===== src/rtl/multi_key_debouncer.sv =====
// Purpose : debounces KEYS independent mechanical keys; emits level plus press/release/long-hold strobes.
// Latency : level and press/release strobe update GLITCH_CYCLES+2 edges after a pin change.
// Backpressure: none; strobes are single-cycle pulses that the consumer must sample every cycle.
//
// Ports:
//   clk_i          clock shared by all channels
//   rst_i          asynchronous active-high reset
//   key_i          raw asynchronous key pins (KEYS bits)
//   key_state_o    debounced level per channel, 1 = pressed
//   press_stb_o    one-cycle pulse when a press is accepted
//   release_stb_o  one-cycle pulse when a release is accepted
//   long_stb_o     one-cycle pulse after HOLD_CYCLES of continuous press
//   any_pressed_o  OR of key_state_o
module multi_key_debouncer #(
  parameter int CLK_FREQ_MHZ   = 20,
  parameter int GLITCH_TIME_NS = 1000,
  parameter int HOLD_TIME_US   = 500,
  parameter int KEYS           = 4,
  parameter int ACTIVE_LOW     = 1
) (
  input  logic            clk_i,
  input  logic            rst_i,
  input  logic [KEYS-1:0] key_i,
  output logic [KEYS-1:0] key_state_o,
  output logic [KEYS-1:0] press_stb_o,
  output logic [KEYS-1:0] release_stb_o,
  output logic [KEYS-1:0] long_stb_o,
  output logic            any_pressed_o
);

  localparam int CLK_TIME_NS   = 1000 / CLK_FREQ_MHZ;
  localparam int GLITCH_RAW    = GLITCH_TIME_NS / CLK_TIME_NS;
  localparam int GLITCH_CYCLES = (GLITCH_RAW < 1) ? 1 : GLITCH_RAW;
  localparam int HOLD_CYCLES   = HOLD_TIME_US * CLK_FREQ_MHZ;
  localparam int CW            = $clog2(GLITCH_CYCLES + 1);

  // For active-low keys the idle pin level is 1, which is also the XOR mask
  // that turns a synchronised pin into a "pressed" bit.
  localparam logic ACT_LO = (ACTIVE_LOW != 0);
  localparam logic [CW-1:0] GLITCH_LAST = CW'(GLITCH_CYCLES - 1);

  logic [KEYS-1:0] sync1;
  logic [KEYS-1:0] sync2;
  logic [KEYS-1:0] pressed;
  logic [CW-1:0]   cnt [KEYS];

  assign pressed       = sync2 ^ {KEYS{ACT_LO}};
  assign any_pressed_o = |key_state_o;

  always_ff @(posedge clk_i or posedge rst_i) begin
    if (rst_i) begin
      sync1         <= {KEYS{ACT_LO}};
      sync2         <= {KEYS{ACT_LO}};
      key_state_o   <= '0;
      press_stb_o   <= '0;
      release_stb_o <= '0;
      for (int k = 0; k < KEYS; k++) cnt[k] <= '0;
    end else begin
      sync1         <= key_i;
      sync2         <= sync1;
      press_stb_o   <= '0;
      release_stb_o <= '0;
      for (int k = 0; k < KEYS; k++) begin
        if (pressed[k] == key_state_o[k]) begin
          // Any agreeing sample restarts the stability window.
          cnt[k] <= '0;
        end else if (cnt[k] != GLITCH_LAST) begin
          cnt[k] <= cnt[k] + 1'b1;
        end else begin
          // GLITCH_CYCLES consecutive disagreeing samples: accept new level.
          cnt[k]           <= '0;
          key_state_o[k]   <= pressed[k];
          press_stb_o[k]   <= pressed[k];
          release_stb_o[k] <= ~pressed[k];
        end
      end
    end
  end

  generate
    if (HOLD_CYCLES > 0) begin : g_hold
      localparam int HW = $clog2(HOLD_CYCLES + 1);
      localparam logic [HW-1:0] HOLD_MAX  = HW'(HOLD_CYCLES);
      localparam logic [HW-1:0] HOLD_LAST = HW'(HOLD_CYCLES - 1);

      logic [HW-1:0] hcnt [KEYS];

      // hcnt saturates at HOLD_MAX, so the HOLD_LAST -> HOLD_MAX step (and
      // hence the long strobe) happens at most once per press.
      always_ff @(posedge clk_i or posedge rst_i) begin
        if (rst_i) begin
          long_stb_o <= '0;
          for (int k = 0; k < KEYS; k++) hcnt[k] <= '0;
        end else begin
          for (int k = 0; k < KEYS; k++) begin
            long_stb_o[k] <= key_state_o[k] && (hcnt[k] == HOLD_LAST);
            if (!key_state_o[k]) begin
              hcnt[k] <= '0;
            end else if (hcnt[k] != HOLD_MAX) begin
              hcnt[k] <= hcnt[k] + 1'b1;
            end
          end
        end
      end
    end else begin : g_no_hold
      assign long_stb_o = '0;
    end
  endgenerate

endmodule


===== config.mk =====
export PLATFORM = sky130hd
export DESIGN_NAME = multi_key_debouncer
export DESIGN_NICKNAME = d
export VERILOG_FILES = /design/src/rtl/multi_key_debouncer.sv
export SDC_FILE = /design/constraint.sdc
export NUM_CORES = 1
export LEC_CHECK = 0
export BUFFER_PORTS_ARGS = -buffer_cell sky130_fd_sc_hd__buf_4
export CORE_MARGIN = 5
export CORE_UTILIZATION = 50
export CTS_BUF_LIST = sky130_fd_sc_hd__clkbuf_16
export DETAILED_ROUTE_END_ITERATION = 8
export PLACE_DENSITY = 0.67
export SETUP_SLACK_MARGIN = 0.02
export SLEW_MARGIN = 30
export SYNTH_ARGS = -nofsm -noshare
export SYNTH_HDL_FRONTEND = slang
export SYNTH_SLANG_ARGS = --single-unit

===== constraint.sdc =====
create_clock -name clk_i -period 6.7 [get_ports clk_i]
set_input_delay 1.34 -clock clk_i [delete_from_list [all_inputs] [get_ports clk_i]]
set_output_delay 1.34 -clock clk_i [all_outputs]
set_load 0.1 [all_outputs]

# == Yosys cells after proc, flatten, opt, wreduce, memory -nomap -nowiden ==
# Cells that the tools add are included.
# word_totals
inputBits,6
wordCells,99
out_inout_bits,17
ff_bits,100
# classes
eq_ne,20
bitwise_logic,13
n_reduce_logical,9
muxes,32
add_sub_neg,8
# ops
op,count
$mux W14,8
$add A14 B1 Y14 const B,4
$eq A14 B14 Y1 const B,4
$ne A14 B14 Y1 const B,4
$mux W5,8
$add A5 B1 Y5 const B,4
$ne A5 B5 Y1 const B,4
$mux W1,16
$not A1 Y1,12
$ne A2 B1 Y1 const B,4
$reduce_and A2 Y1,4
$eq A1 B1 Y1,4
$logic_and A1 B1 Y1,4
$not A4 Y4,1
$reduce_or A4 Y1,1

# == Depth between registers and ports, before layout ==
# Gate-level depths: netlist of the first run.
# logic_depth
word_depth,4
ltp_mapped,6
mapped_depth_nobuf,6

# == Worst setup path after synthesis of the first run ==
# No wires, ideal clock.
# synth_timing
path_type,reg-to-output
start,reg key_state_o[2]
end,out any_pressed_o
stages_incl_launch_ff,3
n_path_buf,1
arrival_time_ns,2.026
path_slack_ns,3.334
t_required_ns,5.360
path_cell_list,dfrtp_1 -> clkbuf_1 -> or4_1
# synth_via
elab_chain_cells,1
# synth_rtl
element,line_no,text
from (decl),24,"output logic [KEYS-1:0] key_state_o,"
"from (signal, indexed assignment)",72,key_state_o[k] <= pressed[k];
$reduce_or A4 Y1,48,assign any_pressed_o = |key_state_o;
to (decl),28,output logic any_pressed_o
# No other way between the ends.

# == Worst setup path in the final report of the first run ==
# layout_timing
start,reg key_state_o[3]
end,out any_pressed_o
# Same word-level chain as after synthesis.

==> results of run 1 <==
## cell type report
type | instances | area [um2] | share of cell area
clock inverters | 7 | 91.3 | 0.0170
well taps | 129 | 161 | 0.0301
flip-flops and latches | 100 | 2510 | 0.469
repair buffers | 23 | 173 | 0.0322
inverters | 22 | 85.1 | 0.0159
multi-input cells | 328 | 2110 | 0.394
clock buffers | 9 | 225 | 0.0420
## synthesized netlist by cell type, types with 2 or more instances
cell type,n
and4_1,2
a21boi_0,3
buf_1,2
nor2_1,47
a22oi_1,4
nor4_1,6
nor4bb_1,3
o31ai_1,2
nand3b_1,2
o21ai_0,18
and2_1,26
ha_1,16
nor3b_1,5
inv_1,22
xor2_1,16
or3_1,7
nand4b_1,4
nand4_1,15
nand3_1,34
and3_1,6
xnor2_1,40
a21oi_1,4
dfrtp_1,92
nand2_1,31
nor3_1,21
dfstp_2,8
mux2i_1,5
clkbuf_1,6
## stage by stage
stage	setup WS, ns	instances
3_5_place_dp	3.81	602
6_report	3.47	618
5_1_grt	3.36	618
4_1_cts	3.43	618
3_3_place_gp	3.83	602
2_1_floorplan	2.75	460
## power by group through the flow
| stage | sequential (uW) | clock (uW) | combinational [uW] |
|---|---|---|---|
| final | 622 | 545 | 28.4 |
| after global placement | 632 | 0 | 29.0 |
| after CTS | 621 | 565 | 30.1 |
| after floorplan | 631 | 0 | 21.1 |
| after detailed placement | 633 | 0 | 29.9 |
| after global routing | 622 | 588 | 34.5 |
## sequential cells by signal (all words and copies together) (netlist names)
register	count
g_hold.hcnt	56
cnt	20
key_state_o	4
long_stb_o	4
press_stb_o	4
release_stb_o	4
sync1	4
sync2	4
## final timing paths
path | from | to | slack (ns) | depth (start not counted)
max | key_state_o[3] | any_pressed_o | 3.47 | 2
min | sync1[3] | sync2[3] | 0.36 | 0
max reg2reg | key_state_o[1] | g_hold.hcnt[28] | 4.73 | 4
min reg2reg | sync1[3] | sync2[3] | 0.36 | 0
max in group asynchronous | rst_i | g_hold.hcnt[40] | 4.57 | 3
min in group asynchronous | rst_i | long_stb_o[3] | 1.05 | 2
## per-layer routing
metal | up-vias | share of wire | global-route usage
met4 | 0 | 0.011 | 0.0424
li1 | 1617 | - | -
met5 | - | 0 | 0
met1 | 1591 | 0.49 | 0.208
met2 | 39 | 0.46 | 0.256
met3 | 8 | 0.035 | 0.0510
## logic make-up after synthesis
logic type | synth area share
DFF | 0.529
muxes | 0.0105
and+or+nand+nor | 0.246
adders and majority gates | 0.0421
buffers and inverters | 0.0263
AOI/OAI and AO/OA | 0.0427
xor gates and xnor gates | 0.103
## worst max-delay path, delay by kind of cell, from the launching register on
kind                   cells  cell delay [ns]
DFF                        1             0.65
buffers and inverters      1             0.26
and+or+nand+nor            1             0.63
==> results.ini, run 1 <==
[clock_tree]
cts_inserted_buffers=9
htreeDepth=3
cts_max_path_buffers=2
clkLatencyLatePin_ns=0.34
cts_hold_buf=0
cts_tree=yes
clkTransAtPathRegs_ns=0.06
cts_sinks=100
post-cts-setup-buffers=0
post_cts_resized=0
cts-root-buf=clkbuf_16

[global_route]
grt_pass1_vias=3216
grt_pass1_wl_mm=14.8
gr-total-overflow=0
grt_usage=0.159
antenna_found_initial=0
grt_max_degree=57

[finish]
fillers=784
syn_to_final_growth_pct=12.9
drive_gt1_frac=0.104
final_common_cell=dfrtp_1
layout_common_cells=92 x dfrtp_1, 47 x nor2_1, 40 x xnor2_1
final_area_mm2=0.00536
fin_nets=506
final_util=0.580
antennaDiodeCount=0

[run]
cap_viol_max_count=0

[yosys]
syn_area_per_cell_um2=10.3
yosysTopAreaCell=dfrtp_1
syn_nets=482
syn_area_mm2=0.00475
ys_async_sr_fraction=1.00
syn_inst=460
synth_ff_type=dfrtp_1
netlist.area_leader.share=0.485
synthTopCellsByArea=dfrtp_1 48%, xnor2_1 7.4%, dfstp_2 4.4%
synth_warnings=0
yosysSeqAreaShare=0.529
ys_types=41
ys_ff_latch=100
synth-edff-count=0

[sta]
fin_crit_sh=0.482
setup_viol=0
slew_viol_final=0
rsz0062_at_grt=false
whs_ns=0.356
final.setup.tns_ns=0
fmax_ghz=0.310
relSlewSlack=0.525
layout_min_cycle_time_ns=3.23
worstMarginPinSlew_ns=0.713
hold_viol=0
skew_ns=0.00616

[critical_path]
crit_chain=or4_1 -> buf_4
path_class=reg -> out
crit_fanout=24
cp.arrival_ns=1.89
cpPeakStageDelay_ns=0.65
cp-start-kind=flop
cp-end-kind=output pin
crit_required_ns=5.36
cp_slowest_cell=dfrtp_1

[power]
power.switching_uw=246
p_comb_frac=0.024
finalPower_uw=1200
internal_power_uw=949
p_seq_frac=0.520
p_clk_frac=0.456
ir_worst_vdd_v=0.000184
power.density_mw_per_mm2=223
switching_share=0.206
p_leak_uw=0.00230

[placed_design]
place.gp.congestion=0.795
port-buffer-count=22
placed_area_mm2=0.00504
dpl.hpwl_mm=5.43

[route]
drtAntennaViolNets=0
drc=0
drt-initial-drc-count=108
first_pass_iters=4
wl_mm=8.13
viasPerCell=5.27
wl_per_cell_um=13.2
via_count=3255

[die]
die_y_um=107
die_w_um=107
row_count=35
initial_core_util=0.514
dieArea_mm2=0.0115
io_pins=23
core_area_mm2=0.00924

[worst_hold_path]
holdCritPathClass=reg -> reg

[outcome]
status=completed

No activity file was read; power rests on OpenSTA's default activity.
==> run 2: changes to the inputs <==
clock period = 3.15 ns   (was 6.7 ns; I/O delays follow)
==> run 2 against run 1 <==
Compared with the run above: flip-flop and latch count did not move; critical endpoint unchanged; critical path type unchanged; cell area is 0.47% lower; clock skew is 0.0017 ns higher; via count shrank 1.2%; combinational power increased by 120%; worst setup slack got worse by 2.6 ns; routed wire length is 2.3% lower; power increased by 97%; register-to-register slack got worse by 3.3 ns; highest routed layer unchanged; core utilization decreased by 0.27 points; global-route usage is 0.38 points lower.
==> results.ini, run 2 (synthesis gave the netlist of run 1 again) <==
[critical_path]
cp-end-kind=output pin
crit_fanout=11  ; -54%
worst_r2r_endpoint=g_hold.hcnt[28]
crit_chain=or4_1 -> buf_4
critPathBufInv=1  ; unchanged
reg2reg_slack_ns=1.41  ; -3.32 ns
r2r-start=key_state_o[1]
crit_family=simple AND/OR/NAND/NOR gates
cp.arrival_ns=1.67  ; -0.22 ns
path_class=reg -> out
crit_required_ns=2.52  ; -2.84 ns
reg2regPathDepth=5  ; +1
cpPeakStageDelay_ns=0.56  ; -0.09 ns
cp-start-kind=flop
cp_slowest_cell=or4_1

[finish]
final_common_cell=dfrtp_1
layout_common_cells=92 x dfrtp_1, 47 x nor2_1, 40 x xnor2_1
top_register=g_hold.hcnt
final_cells=620  ; +0.32%
syn_to_final_growth_pct=12.3
largest_register_ffs=56  ; unchanged
antennaDiodeCount=0  ; unchanged
drive_gt1_frac=0.102  ; -0.00246
fillers=807  ; +2.9%
final_util=0.577  ; -0.00271
fin_nets=508  ; +0.40%
reg.largest.list=g_hold.hcnt: 56 flops, cnt: 20 flops

[worst_hold_path]
min_to=sync2[3]
whs_path_depth=0  ; unchanged
hp-start=sync1[3]
holdCritPathClass=reg -> reg

[sta]
skew_ns=0.00789  ; +0.00173 ns
layout_min_cycle_time_ns=2.30
setup_viol=0  ; unchanged
worstMarginPinSlew_ns=0.503  ; -0.210 ns
slew_viol_final=0  ; unchanged
rsz0062_at_grt=false
relSlewSlack=0.664  ; +0.140
fmax_ghz=0.436
whs_ns=0.358  ; +0.00172 ns
fin_crit_sh=0.729
hold_viol=0  ; unchanged
final.setup.tns_ns=0  ; unchanged

[placed_design]
place.gp.congestion=0.784  ; -1.3%
dp.cells=604  ; +0.33%
dpl.hpwl_mm=5.33  ; -1.8%
port-buffer-count=22  ; unchanged

[die]
initial_core_util=0.514  ; unchanged
io_pins=23  ; unchanged
core_area_mm2=0.00924  ; unchanged
die_y_um=107  ; unchanged
row_count=35  ; unchanged
die_w_um=107  ; unchanged
dieArea_mm2=0.0115  ; unchanged

[clock_tree]
cts_hold_buf=0  ; unchanged
post_cts_resized=0  ; unchanged
cts_tree=yes
cts_max_path_buffers=2  ; unchanged
clkTransAtPathRegs_ns=0.07  ; about the same
clkLatencyLatePin_ns=0.34  ; about the same
cts_inserted_buffers=9  ; unchanged
cts-root-buf=clkbuf_16
cts_sinks=100  ; unchanged
htreeDepth=3  ; unchanged
post-cts-setup-buffers=0  ; unchanged

[route]
drt-initial-drc-count=147  ; +36%
drc=0  ; unchanged
wl_mm=7.94  ; -2.3%
drtAntennaViolNets=0  ; unchanged
via_count=3215  ; -1.2%
first_pass_iters=4  ; unchanged
viasPerCell=5.19  ; -1.5%
wl_per_cell_um=12.8  ; -2.6%

[global_route]
grt_max_degree=101  ; +77%
grt_pass1_wl_mm=14.5  ; -2.6%
gr-total-overflow=0  ; unchanged
grt_usage=0.155  ; -0.00383
grt_pass1_vias=3193  ; -0.72%
antenna_found_initial=0  ; unchanged

[run]
cap_viol_max_count=0  ; unchanged

[power]
ir_worst_vdd_v=0.000342  ; +86%
power.density_mw_per_mm2=442  ; +98%
p_leak_uw=0.00229  ; -0.38%

[outcome]
status=completed

==> run 2: changes by cell type in the layout (fill, tap and decap cells not counted), sizes merged <==
cell / delta
buf: +2
bufinv: -2
clkinvlp: +1
inv: +1
==> run 2: area by class of cell <==
cell class	instances	area, um2	area share
multi-input cells	328	2110	0.396
well taps	129	161	0.0303
repair buffers	25	200	0.0375
clock buffers	9	225	0.0422
inverters	22	86.3	0.0162
flip-flops and latches	100	2510	0.471
clock inverters	7	37.5	0.00704
==> run 2: worst reg2reg max path: cells and delay by family, from the launching register on <==
family,cells,cell delay [ns]
and+or+nand+nor,3,0.89
buffers and inverters,1,0.23
AOI/OAI and AO/OA,1,0.19
DFF,1,0.33
==> run 2: through the flow <==
stage                     instance area, um2  setup WS (ns)  power [uW]
final                                   5340          0.855        2360
after global routing                    5340          0.800        2470
after CTS                               5340          0.840        2410
after detailed placement                5070           1.22        1410
after global placement                  5070           1.20        1410
after floorplan                         4750          0.494        1390
==> run 2: metal layers <==
metal  share of wire  routed length [um]  global-route usage
met1            0.48                3840               0.200
met2            0.47                3740               0.248
met3           0.035                 276              0.0456
met4           0.011                  89              0.0559
met5               0                   0                   0
==> run 2: report_power, final <==
part	leakage, uW	switching [uW]	total (uW)	internal [uW]
combinational	0.000803	40.3	63.4	23.1
clock	0.000125	447	971	524
sequential	0.00136	16.4	1320	1310
total	0.00229	504	2360	1850
==> run 2: how the worst max path moves through the flow <==
stage | startpoint | to | slack, ns | depth (start not counted)
floorplan | key_state_o[2] | any_pressed_o | 0.49 | 2
global placement | key_state_o[2] | any_pressed_o | 1.20 | 2
detailed placement | key_state_o[2] | any_pressed_o | 1.22 | 2
CTS | key_state_o[2] | any_pressed_o | 0.84 | 2
global route | key_state_o[2] | any_pressed_o | 0.80 | 2
finish | key_state_o[2] | any_pressed_o | 0.85 | 2
==> run 3: changes to the inputs <==
ABC_AREA = 1   (was default)
clock period = 2.3 ns   (was 3.15 ns; I/O delays follow)
==> run 3 against run 2 <==
Compared with the run above: non-clock buffer count down 2; highest routed layer unchanged; area after synthesis increased by 8.2%; sequential power grew 37%; global-route usage increased by 1.2 points; core utilization down 1.2 points; combinational power is 41% higher.
==> results.ini, run 3 <==
[outcome]
status=completed

[route]
wl_per_cell_um=11.8  ; -8.2%
via_count=4047  ; +26%
wl_mm=9.57  ; +20%
drc=0  ; unchanged
first_pass_iters=4  ; unchanged
drtAntennaViolNets=0  ; unchanged
viasPerCell=4.97  ; -4.1%
drt-initial-drc-count=258  ; +76%

[die]
die_w_um=111  ; +3.7%
die_y_um=111  ; +3.7%
initial_core_util=0.505  ; -0.00922
core_area_mm2=0.0102  ; +10%
row_count=37  ; +5.7%
dieArea_mm2=0.0124  ; +7.5%
io_pins=23  ; unchanged

[finish]
fin_nets=695  ; +37%
reg.largest.list=g_hold.hcnt: 56 flops, cnt: 20 flops
syn_to_final_growth_pct=12.0
largest_register_ffs=56  ; unchanged
seq_area_mm2=0.00252  ; +0.20%
final_common_cell=nor2_1
antennaDiodeCount=0  ; unchanged
drive_gt1_frac=0.122  ; +0.0206
top_register=g_hold.hcnt
layout_common_cells=132 x nor2_1, 131 x nand2_1, 88 x dfrtp_1
fillers=914  ; +13%
multi_input_area_mm2=0.00227  ; +7.5%
final_area_mm2=0.00576  ; +8.0%
final_cells=814  ; +31%

[sta]
relSlewSlack=0.660  ; -0.00447
layout_min_cycle_time_ns=1.98
fmax_ghz=0.506
rsz0062_at_grt=false
skew_ns=0.00596  ; -0.00193 ns
fin_crit_sh=0.860
final.setup.tns_ns=0  ; unchanged
worstMarginPinSlew_ns=0.510  ; +0.00670 ns
setup_viol=0  ; unchanged
slew_viol_final=0  ; unchanged
whs_ns=0.218  ; -0.140 ns
hold_viol=0  ; unchanged

[yosys]
yosysSeqAreaShare=0.489  ; -0.0403
syn_area_mm2=0.00514  ; +8.2%
synth-edff-count=0  ; unchanged
ys_types=28  ; -32%
netlist.area_leader.share=0.448  ; -0.0369
synth_ff_type=dfrtp_1
syn_area_per_cell_um2=7.92  ; -23%
ys_async_sr_fraction=1.00  ; unchanged
synth_commonest_cells=132 x nor2_1, 131 x nand2_1, 92 x dfrtp_1
yosysMostFrequentCell=nor2_1
synthTopCellsByArea=dfrtp_1 45%, nor2_1 9.6%, nand2_1 9.6%
syn_inst=649  ; +41%
yosysTopAreaCell=dfrtp_1
synth_warnings=0  ; unchanged
syn_nets=671  ; +39%
ys_ff_latch=100  ; unchanged

[critical_path]
crit_required_ns=1.84  ; -0.68 ns
crit_fanout=19  ; +8
cpPeakStageDelay_ns=0.54  ; -0.02 ns
reg2regPathDepth=7  ; +2
crit_chain=inv_1 -> nand4_1 -> buf_4
cp_slowest_cell=dfrtp_2
cp-start-kind=flop
cp-end-kind=output pin
cp.arrival_ns=1.52  ; -0.15 ns
path_class=reg -> out

[power]
finalPower_uw=3500  ; +48%
power.density_mw_per_mm2=607  ; +37%
ir_worst_vdd_v=0.000531  ; +55%
p_leak_uw=0.00266  ; +16%

[global_route]
grt_max_degree=101  ; unchanged
grt_usage=0.167  ; +0.0119
antenna_found_initial=0  ; unchanged
grt_pass1_vias=3966  ; +24%
grt_pass1_wl_mm=17.4  ; +20%
gr-total-overflow=0  ; unchanged

[placed_design]
dp.cells=798  ; +32%
place.gp.congestion=0.857  ; +9.3%
port-buffer-count=22  ; unchanged
dpl.hpwl_mm=6.80  ; +28%
placed_area_mm2=0.00544  ; +7.3%

[clock_tree]
htreeDepth=3  ; unchanged
cts-root-buf=clkbuf_16
cts_max_path_buffers=2  ; unchanged
cts_sinks=100  ; unchanged
clkLatencyLatePin_ns=0.34  ; about the same
clkTransAtPathRegs_ns=0.07  ; about the same
cts_inserted_buffers=9  ; unchanged
post-cts-setup-buffers=0  ; unchanged
post_cts_resized=0  ; unchanged
cts_hold_buf=0  ; unchanged
cts_tree=yes

[run]
cap_viol_max_count=0  ; unchanged

[worst_hold_path]
whs_path_depth=1  ; +1
holdCritPathClass=in -> reg

run 3: layout make-up:
cell class / instances / share of cell area
Sequential cell: 100 / 0.437
Multi-Input combinational cell: 460 / 0.394
Inverter: 79 / 0.0521
Clock buffer: 9 / 0.0391
Timing Repair Buffer: 23 / 0.0321
Tap cell: 136 / 0.0295
Clock inverter: 7 / 0.0159
run 3: kinds of logic after synthesis:
| group | synth area share |
|---|---|
| XOR/XNOR | 0.0358 |
| AO/OA/AOI/OAI | 0.0365 |
| buffers and inverters | 0.0696 |
| adder cells (fa/ha/maj) | 0.0389 |
| flip-flops | 0.489 |
| AND/OR/NAND/NOR | 0.330 |
run 3: report_power, final:
| group | switching (uW) | total (uW) | internal (uW) |
|---|---|---|---|
| registers | 19.0 | 1810 | 1790 |
| clock network | 650 | 1600 | 949 |
| logic | 58.2 | 89.5 | 31.2 |
| total | 727 | 3500 | 2770 |
run 3: final timing paths:
| path | from | endpoint | slack (ns) |
|---|---|---|---|
| worst max register to register | g_hold.hcnt[14] | g_hold.hcnt[14] | 0.88 |
| max in group asynchronous | rst_i | key_state_o[3] | 1.63 |
| worst max-delay path | key_state_o[3] | any_pressed_o | 0.32 |
| worst min register to register | sync1[3] | sync2[3] | 0.36 |
| min in group asynchronous | rst_i | g_hold.hcnt[9] | 0.26 |
| worst min-delay path | key_i[3] | sync1[3] | 0.22 |
run 3: metrics by stage:
step,utilization,setup slack (ns)
final,0.566,0.322
after global routing,0.566,0.201
after CTS,0.566,0.295
after detailed placement,0.535,0.668
after global placement,0.535,0.684
after floorplan,-,0.0218
run 3: metal layers:
| metal | global-route usage | vias to the layer above | share of wire |
|---|---|---|---|
| met1 | 0.209 | 1901 | 0.47 |
| met3 | 0.0435 | 6 | 0.034 |
| li1 | - | 2090 | - |
| met2 | 0.284 | 50 | 0.48 |
| met5 | 0 | - | 0 |
| met4 | 0.0527 | 0 | 0.013 |
run 3: critical path: cells and delay by family, from the launching register on:
kind	cells	cell delay [ns]
buf+inv	2	0.49
flops	1	0.54
simple gates	1	0.13
